## src/rtl/scope_pkg.sv

```systemverilog
// Shared types and default sizes for the triggered two-channel scope capture block.
package scope_pkg;

  localparam int DATA_WIDTH_DEF = 8;
  localparam int ADDR_WIDTH_DEF = 8;

  typedef enum logic [1:0] {
    ST_IDLE,
    ST_ARMED,
    ST_CAPTURE,
    ST_READOUT
  } state_e;

endpackage

```

## src/rtl/capture_ram.sv

```systemverilog
// Simple dual-port sample-pair store: one write port, one synchronous read port.
module capture_ram #(
  parameter int WIDTH      = 16,
  parameter int ADDR_WIDTH = 8
) (
  input  logic                  clk,
  input  logic                  wr_en_i,
  input  logic [ADDR_WIDTH-1:0] wr_addr_i,
  input  logic [WIDTH-1:0]      wr_data_i,
  input  logic                  rd_en_i,
  input  logic [ADDR_WIDTH-1:0] rd_addr_i,
  output logic [WIDTH-1:0]      rd_data_o
);

  localparam int DEPTH = 1 << ADDR_WIDTH;

  logic [WIDTH-1:0] mem_q [DEPTH];

  // NOTE: the array has no reset on purpose; a reset port would stop it mapping onto block RAM.
  always_ff @(posedge clk) begin
    if (wr_en_i) begin
      mem_q[wr_addr_i] <= wr_data_i;
    end
  end

  // The read register only moves on rd_en_i, so an unconsumed word stays put.
  always_ff @(posedge clk) begin
    if (rd_en_i) begin
      rd_data_o <= mem_q[rd_addr_i];
    end
  end

endmodule

```

## src/rtl/scope_capture.sv

```systemverilog
// Single-shot two-channel capture: arm, wait for a rising crossing on din1, record
// DEPTH pairs, then stream them out over valid/ready with a one-word prefetch.
module scope_capture
  import scope_pkg::*;
#(
  parameter int DATA_WIDTH = DATA_WIDTH_DEF,
  parameter int ADDR_WIDTH = ADDR_WIDTH_DEF
) (
  input  logic                  clk,
  input  logic                  rst,
  input  logic                  en,
  input  logic [DATA_WIDTH-1:0] din1,
  input  logic [DATA_WIDTH-1:0] din2,
  input  logic [DATA_WIDTH-1:0] trig_level,
  input  logic                  arm,
  output logic                  busy,
  output logic                  done,
  output logic                  rd_valid,
  input  logic                  rd_ready,
  output logic [DATA_WIDTH-1:0] rd_data1,
  output logic [DATA_WIDTH-1:0] rd_data2,
  output logic                  rd_last
);

  localparam int PAIR_W = 2 * DATA_WIDTH;
  localparam int DEPTH  = 1 << ADDR_WIDTH;
  localparam int PTR_W  = ADDR_WIDTH + 1;
  localparam logic [PTR_W-1:0] LAST_PTR = PTR_W'(DEPTH - 1);
  localparam logic [PTR_W-1:0] FULL_PTR = PTR_W'(DEPTH);
  localparam logic [PTR_W-1:0] ONE_PTR  = PTR_W'(1);

  state_e                state_q, state_d;
  logic [DATA_WIDTH-1:0] prev_q, prev_d;
  logic                  prev_valid_q, prev_valid_d;
  logic [PTR_W-1:0]      wr_ptr_q, wr_ptr_d;
  logic [PTR_W-1:0]      rd_ptr_q, rd_ptr_d;
  logic                  pend_q, pend_d;
  logic                  rd_valid_q, rd_valid_d;
  logic                  rd_last_q, rd_last_d;
  logic [DATA_WIDTH-1:0] rd_data1_q, rd_data1_d;
  logic [DATA_WIDTH-1:0] rd_data2_q, rd_data2_d;
  logic                  done_q, done_d;

  logic                  trigger;
  logic                  load_out;
  logic                  accept;
  logic                  ram_we;
  logic                  ram_re;
  logic [ADDR_WIDTH-1:0] ram_waddr;
  logic [PAIR_W-1:0]     ram_rdata;

  capture_ram #(
    .WIDTH      (PAIR_W),
    .ADDR_WIDTH (ADDR_WIDTH)
  ) u_ram (
    .clk       (clk),
    .wr_en_i   (ram_we),
    .wr_addr_i (ram_waddr),
    .wr_data_i ({din1, din2}),
    .rd_en_i   (ram_re),
    .rd_addr_i (rd_ptr_q[ADDR_WIDTH-1:0]),
    .rd_data_o (ram_rdata)
  );

  // NOTE: every signal driven here gets a default first so no path can infer a latch.
  always_comb begin
    state_d      = state_q;
    prev_d       = prev_q;
    prev_valid_d = prev_valid_q;
    wr_ptr_d     = wr_ptr_q;
    rd_ptr_d     = rd_ptr_q;
    pend_d       = pend_q;
    rd_valid_d   = rd_valid_q;
    rd_last_d    = rd_last_q;
    rd_data1_d   = rd_data1_q;
    rd_data2_d   = rd_data2_q;
    done_d       = 1'b0;
    trigger      = 1'b0;
    load_out     = 1'b0;
    accept       = 1'b0;
    ram_we       = 1'b0;
    ram_re       = 1'b0;
    ram_waddr    = wr_ptr_q[ADDR_WIDTH-1:0];

    unique case (state_q)
      ST_IDLE: begin
        wr_ptr_d = '0;
        rd_ptr_d = '0;
        pend_d   = 1'b0;
        if (arm) begin
          state_d      = ST_ARMED;
          prev_valid_d = 1'b0;
        end
      end

      ST_ARMED: begin
        // Rising crossing only: the previous accepted sample must sit strictly below the level.
        trigger = en && prev_valid_q && (prev_q < trig_level) && (din1 >= trig_level);
        if (en) begin
          prev_d       = din1;
          prev_valid_d = 1'b1;
        end
        if (trigger) begin
          ram_we    = 1'b1;
          ram_waddr = '0;
          wr_ptr_d  = ONE_PTR;
          state_d   = ST_CAPTURE;
        end
      end

      ST_CAPTURE: begin
        if (en) begin
          ram_we   = 1'b1;
          wr_ptr_d = wr_ptr_q + ONE_PTR;
          if (wr_ptr_q == LAST_PTR) begin
            state_d = ST_READOUT;
          end
        end
      end

      ST_READOUT: begin
        accept   = rd_valid_q && rd_ready;
        // The prefetched RAM word moves to the output whenever the output slot is free or draining.
        load_out = pend_q && (!rd_valid_q || rd_ready);
        ram_re   = (rd_ptr_q != FULL_PTR) && (!pend_q || load_out);
        if (ram_re) begin
          rd_ptr_d = rd_ptr_q + ONE_PTR;
        end
        pend_d = ram_re || (pend_q && !load_out);

        if (load_out) begin
          rd_valid_d = 1'b1;
          rd_data1_d = ram_rdata[PAIR_W-1:DATA_WIDTH];
          rd_data2_d = ram_rdata[DATA_WIDTH-1:0];
          rd_last_d  = (rd_ptr_q == FULL_PTR);
        end else if (accept) begin
          rd_valid_d = 1'b0;
          rd_last_d  = 1'b0;
        end

        if (accept && rd_last_q) begin
          rd_valid_d = 1'b0;
          rd_last_d  = 1'b0;
          done_d     = 1'b1;
          state_d    = ST_IDLE;
        end
      end
    endcase
  end

  // NOTE: state registers use non-blocking assignments so every flop samples pre-edge values.
  always_ff @(posedge clk) begin
    if (rst) begin
      state_q      <= ST_IDLE;
      prev_q       <= '0;
      prev_valid_q <= 1'b0;
      wr_ptr_q     <= '0;
      rd_ptr_q     <= '0;
      pend_q       <= 1'b0;
      rd_valid_q   <= 1'b0;
      rd_last_q    <= 1'b0;
      rd_data1_q   <= '0;
      rd_data2_q   <= '0;
      done_q       <= 1'b0;
    end else begin
      state_q      <= state_d;
      prev_q       <= prev_d;
      prev_valid_q <= prev_valid_d;
      wr_ptr_q     <= wr_ptr_d;
      rd_ptr_q     <= rd_ptr_d;
      pend_q       <= pend_d;
      rd_valid_q   <= rd_valid_d;
      rd_last_q    <= rd_last_d;
      rd_data1_q   <= rd_data1_d;
      rd_data2_q   <= rd_data2_d;
      done_q       <= done_d;
    end
  end

  assign busy     = (state_q != ST_IDLE);
  assign done     = done_q;
  assign rd_valid = rd_valid_q;
  assign rd_last  = rd_last_q;
  assign rd_data1 = rd_data1_q;
  assign rd_data2 = rd_data2_q;

endmodule
```

## config.mk

```make
export PLATFORM = sky130hd
export DESIGN_NAME = scope_capture
export DESIGN_NICKNAME = d
export VERILOG_FILES = /design/src/rtl/scope_pkg.sv /design/src/rtl/capture_ram.sv /design/src/rtl/scope_capture.sv
export SDC_FILE = /design/constraint.sdc
export NUM_CORES = 2
export LEC_CHECK = 0
export BUFFER_PORTS_ARGS = -buffer_cell sky130_fd_sc_hd__buf_2
export CORE_ASPECT_RATIO = 1.2
export CORE_MARGIN = 5
export CORE_UTILIZATION = 27
export DETAILED_ROUTE_END_ITERATION = 7
export GPL_TIMING_DRIVEN = 0
export REMOVE_ABC_BUFFERS = 1
export SYNTH_ARGS = -nofsm -noshare
export SYNTH_HDL_FRONTEND = slang
export SYNTH_HIERARCHICAL = 1
export SYNTH_SLANG_ARGS = --single-unit
```

## constraint.sdc

```tcl
create_clock -name clk -period 6.65 [get_ports clk]
set_input_delay 0.665 -clock clk [delete_from_list [all_inputs] [get_ports clk]]
set_output_delay 0.665 -clock clk [all_outputs]
set_load 0.01 [all_outputs]
```

==> out/qor.yml <==
post-route-drc-count: 0
synth_edf_count: 4112
synthCells: 7692
rows: 311
slew_violations: 26
maxCapViolCount: 2
h-tree-depth: 5
worst_clock_skew_ns: 0.0783
cp-start-kind: "input pin"
grt_max_degree: 145
status: "complete, but fails checks"
peakVddDrop_uv: 222
post-dp-hpwl_um: 266000
drive_gt1_share_pct: 25.4
fin_crit_ns: 6.26
busiest_layer: "met2"
boundaryPins: 49
switching_share_pct: 20.8
critPathArrivalTime_ns: 6.78
finalHoldViolations: 0
max_freq_mhz: 160
avgSynthCellArea_um2: 21.0
die_width_um: 716
drt_iter0_drc: 8475
die_y_um: 857
root_buffer: "clkbuf_16"
violations: "max-capacitance violations, max-slew violations"
numPortBuffers: 48
first_pass_iters: 8
path_clk_slew_ns: 0.06
p_seq_share_pct: 54.1
synth_flop_cell: "edfxtp_1"
postSynth.asyncResetShare_pct: 0
path_class: "input pin to register"
p_comb_share_pct: 5.0
coreArea_um2: 597000
cp_max_fo: 132
cts_sinks: 4161
antenna_found_initial: 16
critPathRequiredTime_ns: 7.17
grt_pass1_wl_um: 592000
synth-seq-cells: 4161
finalCritPeriodShare_pct: 94.2
areaGrowthSynthToFinish_pct: 16.5
setup-violations-final: 0
tritoncts: "built"
yosys_warnings: 6
use_met1_pct: 16.4
rsz0062_at_grt: "false"
start_util_pct: 27.1
netlist_area_um2: 162000
tightest_slew_ns: 1.58
yosysSeqAreaShare_pct: 77.0
p_int_mw: 42.2
via_per_inst: 4.88
synth_cell_type_count: 74
layout.nets: 7998
dieArea_um2: 614000
finalNonFillerCells: 16200
grt_usage_pct: 13.2
insertion_delay_ns: 0.94
whs_ns: 0.104
routed-via-count: 79200
hold_class: "input pin to register"
p_total_mw: 53.3
gp_congestion: 0.815
max-clock-path-buffers: 4
place_inst: 15500
met2_usage_pct: 22.4
p_sw_mw: 11.1
p_per_area_nw_per_um2: 283
p_clk_share_pct: 40.9
routed_wl_um: 418000
wl_per_cell_um: 25.7
grtUsageMet3_pct: 2.21
grt_overflow: 0
leakagePower_nw: 54.1
cts_buffers: 373
drtAntennaViolNets: 0
relSlewSlack_pct: -5.97
grt_pass1_vias: 79600
end_kind: "register"
cell type report:
class | instances | area [um^2]
fill | 56100 | 409000
multi-input combinational | 3033 | 35200
timing repair buffer | 346 | 6100
inverter | 31 | 131
clock buffer | 451 | 9780
antenna | 9 | 22.5
tap | 7981 | 9990
clock inverter | 234 | 2600
sequential | 4161 | 124000
Yosys cell counts (all sizes together) (21+ instances only):
cell       n  area, um^2
buf      225        1830
mux4     797       17900
a22o      32         280
o21ai     43         215
mux2i    568        5690
a211oi    24         185
o32ai     21         191
o221ai   253        2220
nand2    100         375
edfxtp  4112      123000
o22ai    148         926
a22oi     44         330
a21oi    210        1050
nor2     328        1230
inv       31         116
nand4     29         181
mux2      88         991
ha        23         288
a221oi    29         272
dfxtp     49         981
nor3      99         500
clkbuf   242         908
nand3     55         275
path summary, 6_finish.rpt:
kind / end / start / slack, ns / depth (start not counted)
setup / recovery: u_ram/mem_q[124][0]$_DFFE_PP_ / din1[0] / 0.39 / 15
setup reg to reg: u_ram/rd_data_o[8]$_DFFE_PP_ / rd_ptr_q[1]$_SDFFE_PP0P_ / 0.43 / 11
hold / removal: done$_SDFF_PP0_ / rd_ready / 0.10 / 3
hold reg to reg: rd_data1[6]$_SDFFE_PP0P_ / rd_data1[6]$_SDFFE_PP0P_ / 0.47 / 2
metrics by stage:
step | setup WS, ns | TNS [ns] | instance area [um^2] | utilization [%]
after global routing | 0.0917 | 0 | 188000 | 31.5
final | 0.388 | 0 | 188000 | 31.5
after detailed placement | -1.18 | -1643.65 | 176000 | 29.4
after floorplan | -46.02 | -1906.02 | 159000 | -
after global placement | -84.68 | - | 169000 | 28.3
after CTS | 0.00422 | 0 | 188000 | 31.5
power by group through the flow:
stage               Combinational (mW)  Sequential, mW  Clock (mW)
finish                            2.65            28.9        21.8
CTS                               2.68            28.9        22.3
floorplan                         3.87            29.7           0
global route                      2.83            28.8        23.4
detailed placement                2.68            29.4           0
global placement                  4.27            29.8           0
critical path, cell delays in order:
cell      delay [ns]
buf_8           0.44
buf_16          0.36
inv_1           0.09
ha_1            0.30
nor2b_1         0.05
o21ai_1         0.14
a211oi_2        0.12
nor4_1          0.86
and2_1          0.41
nor2b_1         0.22
nor2_1          0.62
nand4_1         0.87
buf_8           0.45
buf_6           0.16
nor2_2          0.75
registers in the layout (all words and copies together) (netlist names), 2 cells and up:
register and flops:
prev_q 8, rd_data2 8, rd_data1 8, rd_ptr_q 9, u_ram/rd_data_o 16, wr_ptr_q 9, u_ram/mem_q 4096, state_q 2
cell usage in the layout (no fill, tap or decap), types with 8 or more instances in the layout:
master and count:
edfxtp_1 4112, mux4_2 797, mux2i_1 568, clkbuf_16 378, o221ai_1 252, nor2_2 243, a21oi_1 208, buf_8 167
o22ai_1 148, buf_16 109, nand2_1 98, nor3_1 96, mux2_2 88, nor2_1 76, clkinv_2 73, clkbuf_1 68
clkinv_1 66, bufinv_16 45, nand3_1 44, a22oi_1 44, dfxtp_1 43, o21ai_0 38, buf_2 32, a22o_1 32
nand4_1 29, a221oi_1 28, inv_1 27, a211oi_1 23, ha_1 23, buf_6 23, clkinvlp_4 20, o31ai_1 19
nor4_1 18, o32ai_1 16, and3_1 13, nor2b_1 12, diode_2 9, nor2_4 9, buf_4 9, clkinv_4 8
kinds of logic (layout without fill, tap and decap cells):
group           Yosys count  count (layout)  synth area share [%]
compound gates          853             853                  3.78
xor+xnor                  7               7                0.0379
fa+ha+maj                23              23                 0.178
buf+inv                 498            1062                  1.77
flops                  4161            4161                  77.0
mux                    1453            1453                  15.2
other cells               0               9                     0
simple gates            697             697                  1.98
per-layer routing:
metal	part of all wire [%]	vias to the layer above
met4	4.9	6
met1	38	42300
li1	-	33000
met2	50	3258
met5	0.0086	-
met3	7.0	715
what timing repair did:
action | CTS | global route
hold buffers | 0 | 0
setup endpoints to repair | 32 | 378
buffers inserted | 0 | 4
resized for setup | 2 | 3
pin swaps | 0 | 2
Note: power is estimated with default switching activity, not from simulation.
